==> src/rtl/obj_det_bbox_scanner.sv <==
// Bounding-box scanner for the 1-bit difference frame buffer.
// On start it reads every pixel of the stored frame once through a dedicated
// BRAM read port with a 2-cycle read latency. While it reads, it accumulates
// the bounding box of the set pixels and counts them. It then publishes the
// results together with a one-cycle done pulse.
//
// Handshake: start is a level sampled on a rising pixel_clk edge only while
// the FSM is IDLE; a sample of 1 there launches exactly one scan, and start is
// ignored at every other time. done is high for exactly one cycle, and the
// result outputs are valid in that cycle. They then hold until the next done.
module obj_det_bbox_scanner #(
    parameter int FRAME_W = 320,
    parameter int FRAME_H = 240,
    parameter int ADDR_W  = 17,
    parameter int CNT_W   = 17
) (
    input  logic              pixel_clk,
    input  logic              reset,
    input  logic              start,
    input  logic [15:0]       min_pixels,
    output logic [ADDR_W-1:0] bram_addr,
    output logic              bram_en,
    input  logic              bram_dout,
    output logic              busy,
    output logic              done,
    output logic              box_valid,
    output logic [8:0]        x_min,
    output logic [8:0]        x_max,
    output logic [7:0]        y_min,
    output logic [7:0]        y_max,
    output logic [CNT_W-1:0]  pixel_count,
    output logic [1:0]        fsm_state
);

    localparam int N     = FRAME_W * FRAME_H;
    localparam int CMP_W = (CNT_W > 16) ? CNT_W : 16;
    localparam logic [ADDR_W-1:0] LAST_ADDR = ADDR_W'(N - 1);
    localparam logic [8:0]        COL_LAST  = 9'(FRAME_W - 1);
    localparam logic [7:0]        ROW_LAST  = 8'(FRAME_H - 1);

    typedef enum logic [1:0] {
        S_IDLE  = 2'd0,
        S_SCAN  = 2'd1,
        S_DRAIN = 2'd2,
        S_DONE  = 2'd3
    } state_t;

    state_t state_q, state_d;
    logic   drain_q;

    // Issue counters: address plus the matching column and row.
    logic [ADDR_W-1:0] addr_q;
    logic [8:0]        col_q;
    logic [7:0]        row_q;

    // Two-stage delay of the issued (col,row,valid) to line up with bram_dout.
    logic       v1_q, v2_q;
    logic [8:0] c1_q, c2_q;
    logic [7:0] r1_q, r2_q;

    // Accumulators.
    logic [8:0]       amin_x_q, amax_x_q;
    logic [7:0]       amin_y_q, amax_y_q;
    logic [CNT_W-1:0] acnt_q;

    // Published results, held between done pulses.
    logic             res_valid_q;
    logic [8:0]       res_xmin_q, res_xmax_q;
    logic [7:0]       res_ymin_q, res_ymax_q;
    logic [CNT_W-1:0] res_cnt_q;

    // Final values computed from the accumulators; an empty frame reports a zero box.
    logic             fin_any;
    logic             fin_valid;
    logic [8:0]       fin_xmin, fin_xmax;
    logic [7:0]       fin_ymin, fin_ymax;
    logic [CMP_W-1:0] cnt_ext, mp_ext;

    assign fin_any   = (acnt_q != '0);
    assign cnt_ext   = CMP_W'(acnt_q);
    assign mp_ext    = CMP_W'(min_pixels);
    assign fin_valid = fin_any && (cnt_ext >= mp_ext);
    assign fin_xmin  = fin_any ? amin_x_q : 9'd0;
    assign fin_xmax  = fin_any ? amax_x_q : 9'd0;
    assign fin_ymin  = fin_any ? amin_y_q : 8'd0;
    assign fin_ymax  = fin_any ? amax_y_q : 8'd0;

    // During DONE the freshly computed values are shown so they coincide with done.
    assign box_valid   = (state_q == S_DONE) ? fin_valid : res_valid_q;
    assign x_min       = (state_q == S_DONE) ? fin_xmin  : res_xmin_q;
    assign x_max       = (state_q == S_DONE) ? fin_xmax  : res_xmax_q;
    assign y_min       = (state_q == S_DONE) ? fin_ymin  : res_ymin_q;
    assign y_max       = (state_q == S_DONE) ? fin_ymax  : res_ymax_q;
    assign pixel_count = (state_q == S_DONE) ? CNT_W'(acnt_q) : res_cnt_q;
    assign fsm_state   = state_q;

    // State register and the drain-cycle toggle.
    always_ff @(posedge pixel_clk) begin
        if (reset) begin
            state_q <= S_IDLE;
            drain_q <= 1'b0;
        end else begin
            state_q <= state_d;
            drain_q <= (state_q == S_DRAIN) ? ~drain_q : 1'b0;
        end
    end

    // Next-state logic and the BRAM, busy and done outputs.
    always_comb begin
        state_d   = state_q;
        bram_en   = 1'b0;
        bram_addr = '0;
        busy      = 1'b0;
        done      = 1'b0;
        case (state_q)
            S_IDLE: begin
                if (start) state_d = S_SCAN;
            end
            S_SCAN: begin
                bram_en   = 1'b1;
                bram_addr = addr_q;
                busy      = 1'b1;
                if (addr_q == LAST_ADDR) state_d = S_DRAIN;
            end
            S_DRAIN: begin
                busy = 1'b1;
                if (drain_q) state_d = S_DONE;
            end
            S_DONE: begin
                busy    = 1'b1;
                done    = 1'b1;
                state_d = S_IDLE;
            end
            default: state_d = S_IDLE;
        endcase
    end

    // Issue counters: cleared on scan launch, stepped once per SCAN cycle.
    always_ff @(posedge pixel_clk) begin
        if (reset) begin
            addr_q <= '0;
            col_q  <= '0;
            row_q  <= '0;
        end else if (state_q == S_IDLE && start) begin
            addr_q <= '0;
            col_q  <= '0;
            row_q  <= '0;
        end else if (state_q == S_SCAN) begin
            addr_q <= addr_q + ADDR_W'(1);
            if (col_q == COL_LAST) begin
                col_q <= '0;
                row_q <= (row_q == ROW_LAST) ? 8'd0 : row_q + 8'd1;
            end else begin
                col_q <= col_q + 9'd1;
            end
        end
    end

    // Delay line matching the BRAM read latency.
    always_ff @(posedge pixel_clk) begin
        if (reset) begin
            v1_q <= 1'b0;
            v2_q <= 1'b0;
            c1_q <= '0;
            c2_q <= '0;
            r1_q <= '0;
            r2_q <= '0;
        end else begin
            v1_q <= (state_q == S_SCAN);
            c1_q <= col_q;
            r1_q <= row_q;
            v2_q <= v1_q;
            c2_q <= c1_q;
            r2_q <= r1_q;
        end
    end

    // Accumulate box extents and the saturating set-pixel count.
    always_ff @(posedge pixel_clk) begin
        if (reset) begin
            amin_x_q <= '0;
            amax_x_q <= '0;
            amin_y_q <= '0;
            amax_y_q <= '0;
            acnt_q   <= '0;
        end else if (state_q == S_IDLE && start) begin
            amin_x_q <= COL_LAST;
            amax_x_q <= '0;
            amin_y_q <= ROW_LAST;
            amax_y_q <= '0;
            acnt_q   <= '0;
        end else if (v2_q && bram_dout) begin
            if (acnt_q != '1) acnt_q <= acnt_q + CNT_W'(1);
            if (c2_q < amin_x_q) amin_x_q <= c2_q;
            if (c2_q > amax_x_q) amax_x_q <= c2_q;
            if (r2_q < amin_y_q) amin_y_q <= r2_q;
            if (r2_q > amax_y_q) amax_y_q <= r2_q;
        end
    end

    // Capture the results at the end of DONE so they hold afterwards.
    always_ff @(posedge pixel_clk) begin
        if (reset) begin
            res_valid_q <= 1'b0;
            res_xmin_q  <= '0;
            res_xmax_q  <= '0;
            res_ymin_q  <= '0;
            res_ymax_q  <= '0;
            res_cnt_q   <= '0;
        end else if (state_q == S_DONE) begin
            res_valid_q <= fin_valid;
            res_xmin_q  <= fin_xmin;
            res_xmax_q  <= fin_xmax;
            res_ymin_q  <= fin_ymin;
            res_ymax_q  <= fin_ymax;
            res_cnt_q   <= acnt_q;
        end
    end

endmodule

==> config.mk <==
export PLATFORM = sky130hd
export DESIGN_NAME = obj_det_bbox_scanner
export DESIGN_NICKNAME = d
export VERILOG_FILES = /design/src/rtl/obj_det_bbox_scanner.sv
export SDC_FILE = /design/constraint.sdc
export NUM_CORES = 1
export LEC_CHECK = 0
export CAP_MARGIN = 20
export CORE_ASPECT_RATIO = 1.4
export CORE_MARGIN = 1.5
export CORE_UTILIZATION = 60
export DETAILED_ROUTE_END_ITERATION = 10
export GPL_TIMING_DRIVEN = 0
export MAX_ROUTING_LAYER = met4
export PLACE_DENSITY = 0.85
export SETUP_SLACK_MARGIN = 0.02
export SYNTH_ARGS = -nofsm -noshare
export SYNTH_HDL_FRONTEND = slang
export SYNTH_SLANG_ARGS = --single-unit
==> constraint.sdc <==
create_clock -name pixel_clk -period 5.2 [get_ports pixel_clk]
set_input_delay 1.56 -clock pixel_clk [delete_from_list [all_inputs] [get_ports pixel_clk]]
set_output_delay 1.56 -clock pixel_clk [all_outputs]
set_load 0.005 [all_outputs]
## After elaboration in Yosys (flattened, before gate mapping)

Index checks and enable logic that the tools add are counted.

- $add $sub $neg: 4
- $lt $le $gt $ge: 5
- Equal/unequal tests: 10
- Multiplexer cells: 26
- Bitwise gates (word level): 2
- Reductions and logical operators: 20

Operator list:

| operator | number |
|---|---|
| 9-bit two-way mux | 8 |
| 8-bit two-way mux | 8 |
| 17-bit by 1-bit adder with 17-bit output (second input constant) | 2 |
| 17-bit two-way mux | 2 |
| 17-bit == test (second input constant) | 1 |
| 17-bit by 16-bit greater-or-equal comparator with 1-bit output | 1 |
| 17-bit inequality test (second input constant) | 1 |
| 17-bit nonzero test | 1 |
| 2-bit AND reduction | 8 |
| 9-bit by 1-bit adder with 9-bit output (second input constant) | 1 |
| 9-bit == test (second input constant) | 1 |
| 9-bit greater-than comparator | 1 |
| 9-bit less-than comparator | 1 |
| 8-bit by 1-bit adder with 8-bit output (second input constant) | 1 |
| 8-bit == test (second input constant) | 1 |
| 8-bit greater-than comparator | 1 |
| 8-bit less-than comparator | 1 |
| 2-bit one-hot mux with 4 select lines | 1 |
| 2-bit two-way mux | 3 |
| 2-bit inequality test (second input constant) | 3 |
| 2-bit nonzero test | 3 |
| 2-bit == test (second input constant) | 2 |
| 1-bit two-way mux | 4 |
| 2-bit OR reduction | 2 |
| other kinds (6) | 9 |

- Register bits: 176
- Input bits: 20
- Output and inout bits: 74
- Logic and storage cells: 91

## Depth between registers and ports, before layout

- Depth in word-level cells: 4
- Gate-level depth with buffers: 10
- Mapped depth without buffers: 10

## Worst setup path after synthesis

OpenSTA, ideal clock, no wires.

- Kind: in2out
- Start point: in min_pixels[12]
- End point: out box_valid
- Arrival time: 2.962 ns
- Data required time: 3.640 ns
- Path slack: 0.678 ns
- Stages on the path: 7
- Buffers on the path: 0
- Cell sequence: inv_1 -> ha_1 -> nand4_1 -> or4_1 -> a311oi_1 -> nor4_1 -> o22ai_1

- Cells in the longest elaborated chain, start to end: 3

Ends and longest elaborated chain:

| what | RTL line | RTL |
|---|---|---|
| start, declared | 20 | `input logic [15:0] min_pixels,` |
| 17-bit by 16-bit greater-or-equal comparator with 1-bit output | 82 | `assign fin_valid = fin_any && (cnt_ext >= mp_ext);` |
| 1-bit logical AND | 82 |  |
| 1-bit two-way mux | n/a |  |
| end, declared | 26 | `output logic box_valid,` |

Every way passes these cells.

## Worst setup path after layout

- Start point: in min_pixels[6]
- End point: out box_valid

Same word-level chain as after synthesis.

==> flow_summary.rst <==
.. list-table::
   :header-rows: 1

   * - Metric
     - Value
   * - DRT iter0 DRCs
     - 258
   * - Clk sink count
     - 176
   * - Count of endpoints failing setup in the final report
     - 0
   * - Wire length per cell
     - 16.0 microns
   * - Setup skew after layout
     - 6.66 ps
   * - Synth top area cells
     - sky130_fd_sc_hd__dfxtp_1, sky130_fd_sc_hd__ha_1, sky130_fd_sc_hd__nor2b_1, sky130_fd_sc_hd__a22o_1, sky130_fd_sc_hd__xor2_1
   * - HPWL after detailed placement
     - 13200 microns
   * - Pin count of the biggest net entering global routing
     - 17
   * - Synth Area per Inst
     - 9.22 sq um
   * - Crit Path Category
     - in2out
   * - Vert. Die Dim
     - 141 microns
   * - Async SR Flop Fraction
     - 0%
   * - Crit path launch
     - min_pixels[6]
   * - Number of nets in the layout
     - 1076
   * - Clock insertion delay at the later pin of the skew report
     - 420 ps
   * - Max-slew headroom
     - 49.8%
   * - Endpoint class of the critical path
     - output port
   * - Number of synthesis warnings
     - 0
   * - Clock edge transition at the registers on the reported setup and hold paths
     - 60 ps
   * - Vias per cell
     - 5.68
   * - Most common library cells after synthesis
     - sky130_fd_sc_hd__dfxtp_1, sky130_fd_sc_hd__nor2b_1, sky130_fd_sc_hd__nor2_1
   * - Period utilisation layout
     - 98.4%
   * - Number of slew-limit violations in the final report
     - 0
   * - Global route overflow
     - 0
   * - Io pins
     - 94
   * - Total via count after detailed routing
     - 6759
   * - Htree depth
     - 4
   * - Maximum vdd ir drop
     - 195 uV
   * - List of cells traversed by the critical path
     - clkdlybuf4s50_1 > inv_1 > ha_1 > nand2_1 > or4_4 > a311oi_4 > nor4_4 > o22ai_2 > buf_2
   * - Total detailed-routing wirelength
     - 19100 microns
   * - Commonest register cell after synthesis
     - sky130_fd_sc_hd__dfxtp_1
   * - Run status
     - complete, no violations
   * - Worst r2r src
     - acnt_q[8]
   * - Post-Layout Inst Area
     - 0.0101 sq mm
   * - Overall routing resource usage
     - 27.9%
   * - Layout Area Growth over Synthesis
     - 23.5%
   * - Wire length of the first global-routing pass
     - 30900 microns
   * - Final cell count without fillers
     - 1191
   * - Max-cap viol count
     - 0
   * - Post-route DRC violation count
     - 0
   * - Dominant cell by count in the synthesized netlist
     - sky130_fd_sc_hd__dfxtp_1
   * - Fin crit period
     - 5120 ps
   * - Count of flip-flops with a built-in enable after synthesis
     - 0
   * - Path class of the lowest-slack min-delay path
     - reg2reg
   * - Detail Route Antenna Nets
     - 0
   * - Detailed-router iteration count before antenna repair
     - 5
   * - Antenna violations before repair
     - 0
   * - Wire length on met2
     - 9780 microns
   * - Core footprint
     - 0.0133 sq mm
   * - Post-Synthesis Net Count
     - 964
   * - Clock buffer count from CTS
     - 17
   * - Topmost layer with routed signal wires
     - met4
   * - Routed metal-1 wirelength
     - 7810 microns
   * - Setup Slack @ Placement
     - -603 ps
   * - Width of the chip
     - 102 microns
   * - Synthesized cell area
     - 0.00816 sq mm
   * - Power Density
     - 332 mW/mm^2
   * - Crit Path Max Fanout
     - 2
   * - Global placer's final weighted congestion
     - 0.903
   * - RSZ-0062 raised after global routing
     - no
   * - Cell area after placement
     - 0.00931 sq mm
   * - Amount of wire on met3 after detailed routing
     - 926 microns
   * - Critical Path Max Stage Delay
     - 510 ps
   * - Post-Syn Instances
     - 885
   * - Maximum root-to-sink buffer count
     - 2
   * - Share of the synthesized area in the top cell type
     - 43.2%
   * - Portion of the post-synthesis area used by sequential elements
     - 43.2%
   * - Cell Count Post-Placement
     - 1159
   * - Post-synthesis sequential element count
     - 176
   * - Placement Rows
     - 50
   * - Final core utilization
     - 75.7%
   * - Vias in the first global route
     - 6599
   * - Critical Path AT
     - 3560 ps
   * - Min-delay src
     - c1_q[1]
   * - Critical-path top delay cell
     - sky130_fd_sc_hd__or4_4
   * - DIE AREA
     - 0.0143 sq mm
   * - Number of different library cells in the post-synthesis netlist
     - 59
   * - TritonCTS clock tree
     - yes
   * - Slew @ Worst Pin
     - 752 ps
   * - Initial core utilization
     - 61.3%
   * - Worst setup slack after layout
     - 81.0 ps
   * - Final total power
     - 0.00334 W
   * - Number of hold-slack violations in the final timing report
     - 0
   * - # diodes
     - 0
   * - Root buffer selected by CTS
     - sky130_fd_sc_hd__clkbuf_16
   * - Fraction of final layout cells with drive strength greater than 1
     - 8.03%
   * - Cell type with the largest total area after synthesis
     - sky130_fd_sc_hd__dfxtp_1
   * - Leak pwr
     - 3.93 nW
   * - Buffers on Ports
     - 92
   * - Data required time at the worst endpoint
     - 3640 ps
   * - Achievable frequency
     - 195 MHz
   * - Kind of start point of the critical path
     - primary input
-- worst paths after layout --
path,end,slack [ps],depth (start not counted)
hold reg to reg,c2_q[1],430,1
setup reg to reg,acnt_q[8],2540,10
hold / removal,c2_q[1],430,1
setup / recovery,box_valid,80,9
-- cell families (layout without fill, tap and decap cells) --
kind of cell	Yosys count	in the layout	share of synthesized area, %
flops	176	176	43.2
fa+ha+maj	59	59	9.04
buf+inv	99	223	4.74
xor+xnor	43	43	4.61
compound gates	142	142	12.4
mux	30	30	3.94
simple gates	336	336	22.1
-- cells in the final DEF, fill, tap and decap left out, types with 27 or more instances in the layout --
cell type and n:
sky130_fd_sc_hd__nor2b_1 82, sky130_fd_sc_hd__clkbuf_1 31, sky130_fd_sc_hd__o21ai_0 27, sky130_fd_sc_hd__a22o_1 34
sky130_fd_sc_hd__inv_1 51, sky130_fd_sc_hd__nor2_1 67, sky130_fd_sc_hd__clkdlybuf4s50_1 82, sky130_fd_sc_hd__a21oi_1 27
sky130_fd_sc_hd__dfxtp_1 176, sky130_fd_sc_hd__xor2_1 29, sky130_fd_sc_hd__and2_1 30, sky130_fd_sc_hd__ha_1 52
sky130_fd_sc_hd__nand3_1 33, sky130_fd_sc_hd__nand2_1 50
-- through the flow --
step	hold WS (ps)	TNS [ps]
floorplan	414	0
global placement	416	-587
detailed placement	421	-603
CTS	435	0
global route	461	0
finish	433	0
-- layer usage --
layer | global-route usage, % | vias to the layer above
li1 | - | 3280
met1 | 31.7 | 3193
met2 | 47.6 | 237
met3 | 5.26 | 49
met4 | 11.4 | 0
met5 | - | -
-- area by class of cell --
type | instances | area (sq um)
plain buffers | 39 | 161
well taps | 182 | 228
clock buffers | 22 | 474
clock inverters | 9 | 133
flip-flops and latches | 176 | 3520
multi-input cells | 610 | 4400
repair buffers | 93 | 940
inverters | 60 | 225
fillers | 905 | 3240
-- registers in the layout, summed over array words and instances (netlist names) --
register / count
col_q: 9
res_ymax_q: 8
amax_y_q: 8
res_ymin_q: 8
addr_q: 17
c2_q: 9
amax_x_q: 9
r2_q: 8
drain_q: 1
amin_y_q: 8
res_valid_q: 1
row_q: 8
acnt_q: 17
r1_q: 8
fsm_state: 2
v1_q: 1
res_cnt_q: 17
amin_x_q: 9
c1_q: 9
v2_q: 1
res_xmax_q: 9
res_xmin_q: 9
-- critical path, delay by kind of cell --
family / cells / cell delay (ps)
AND/OR/NAND/NOR: 3 / 650
AO/OA/AOI/OAI: 2 / 450
adder cells (fa/ha/maj): 1 / 280
buffers and inverters: 3 / 620
-- power by group --
group | internal, W | switching [W] | leakage, nW
clock network | 0.000791 | 0.000513 | 0.280
registers | 0.00141 | 0.0000575 | 1.42
logic | 0.000220 | 0.000356 | 2.23
-- timing repair --
| item | in CTS | in global routing |
|---|---|---|
| buffers inserted | 0 | 0 |
| cloned | 0 | 0 |
| gates resized for setup | 15 | 20 |
| setup endpoints to repair | 1 | 1 |
| hold buffers | 0 | 0 |
| pin swaps | 6 | 8 |
No activity file was read; power rests on OpenSTA's default activity.
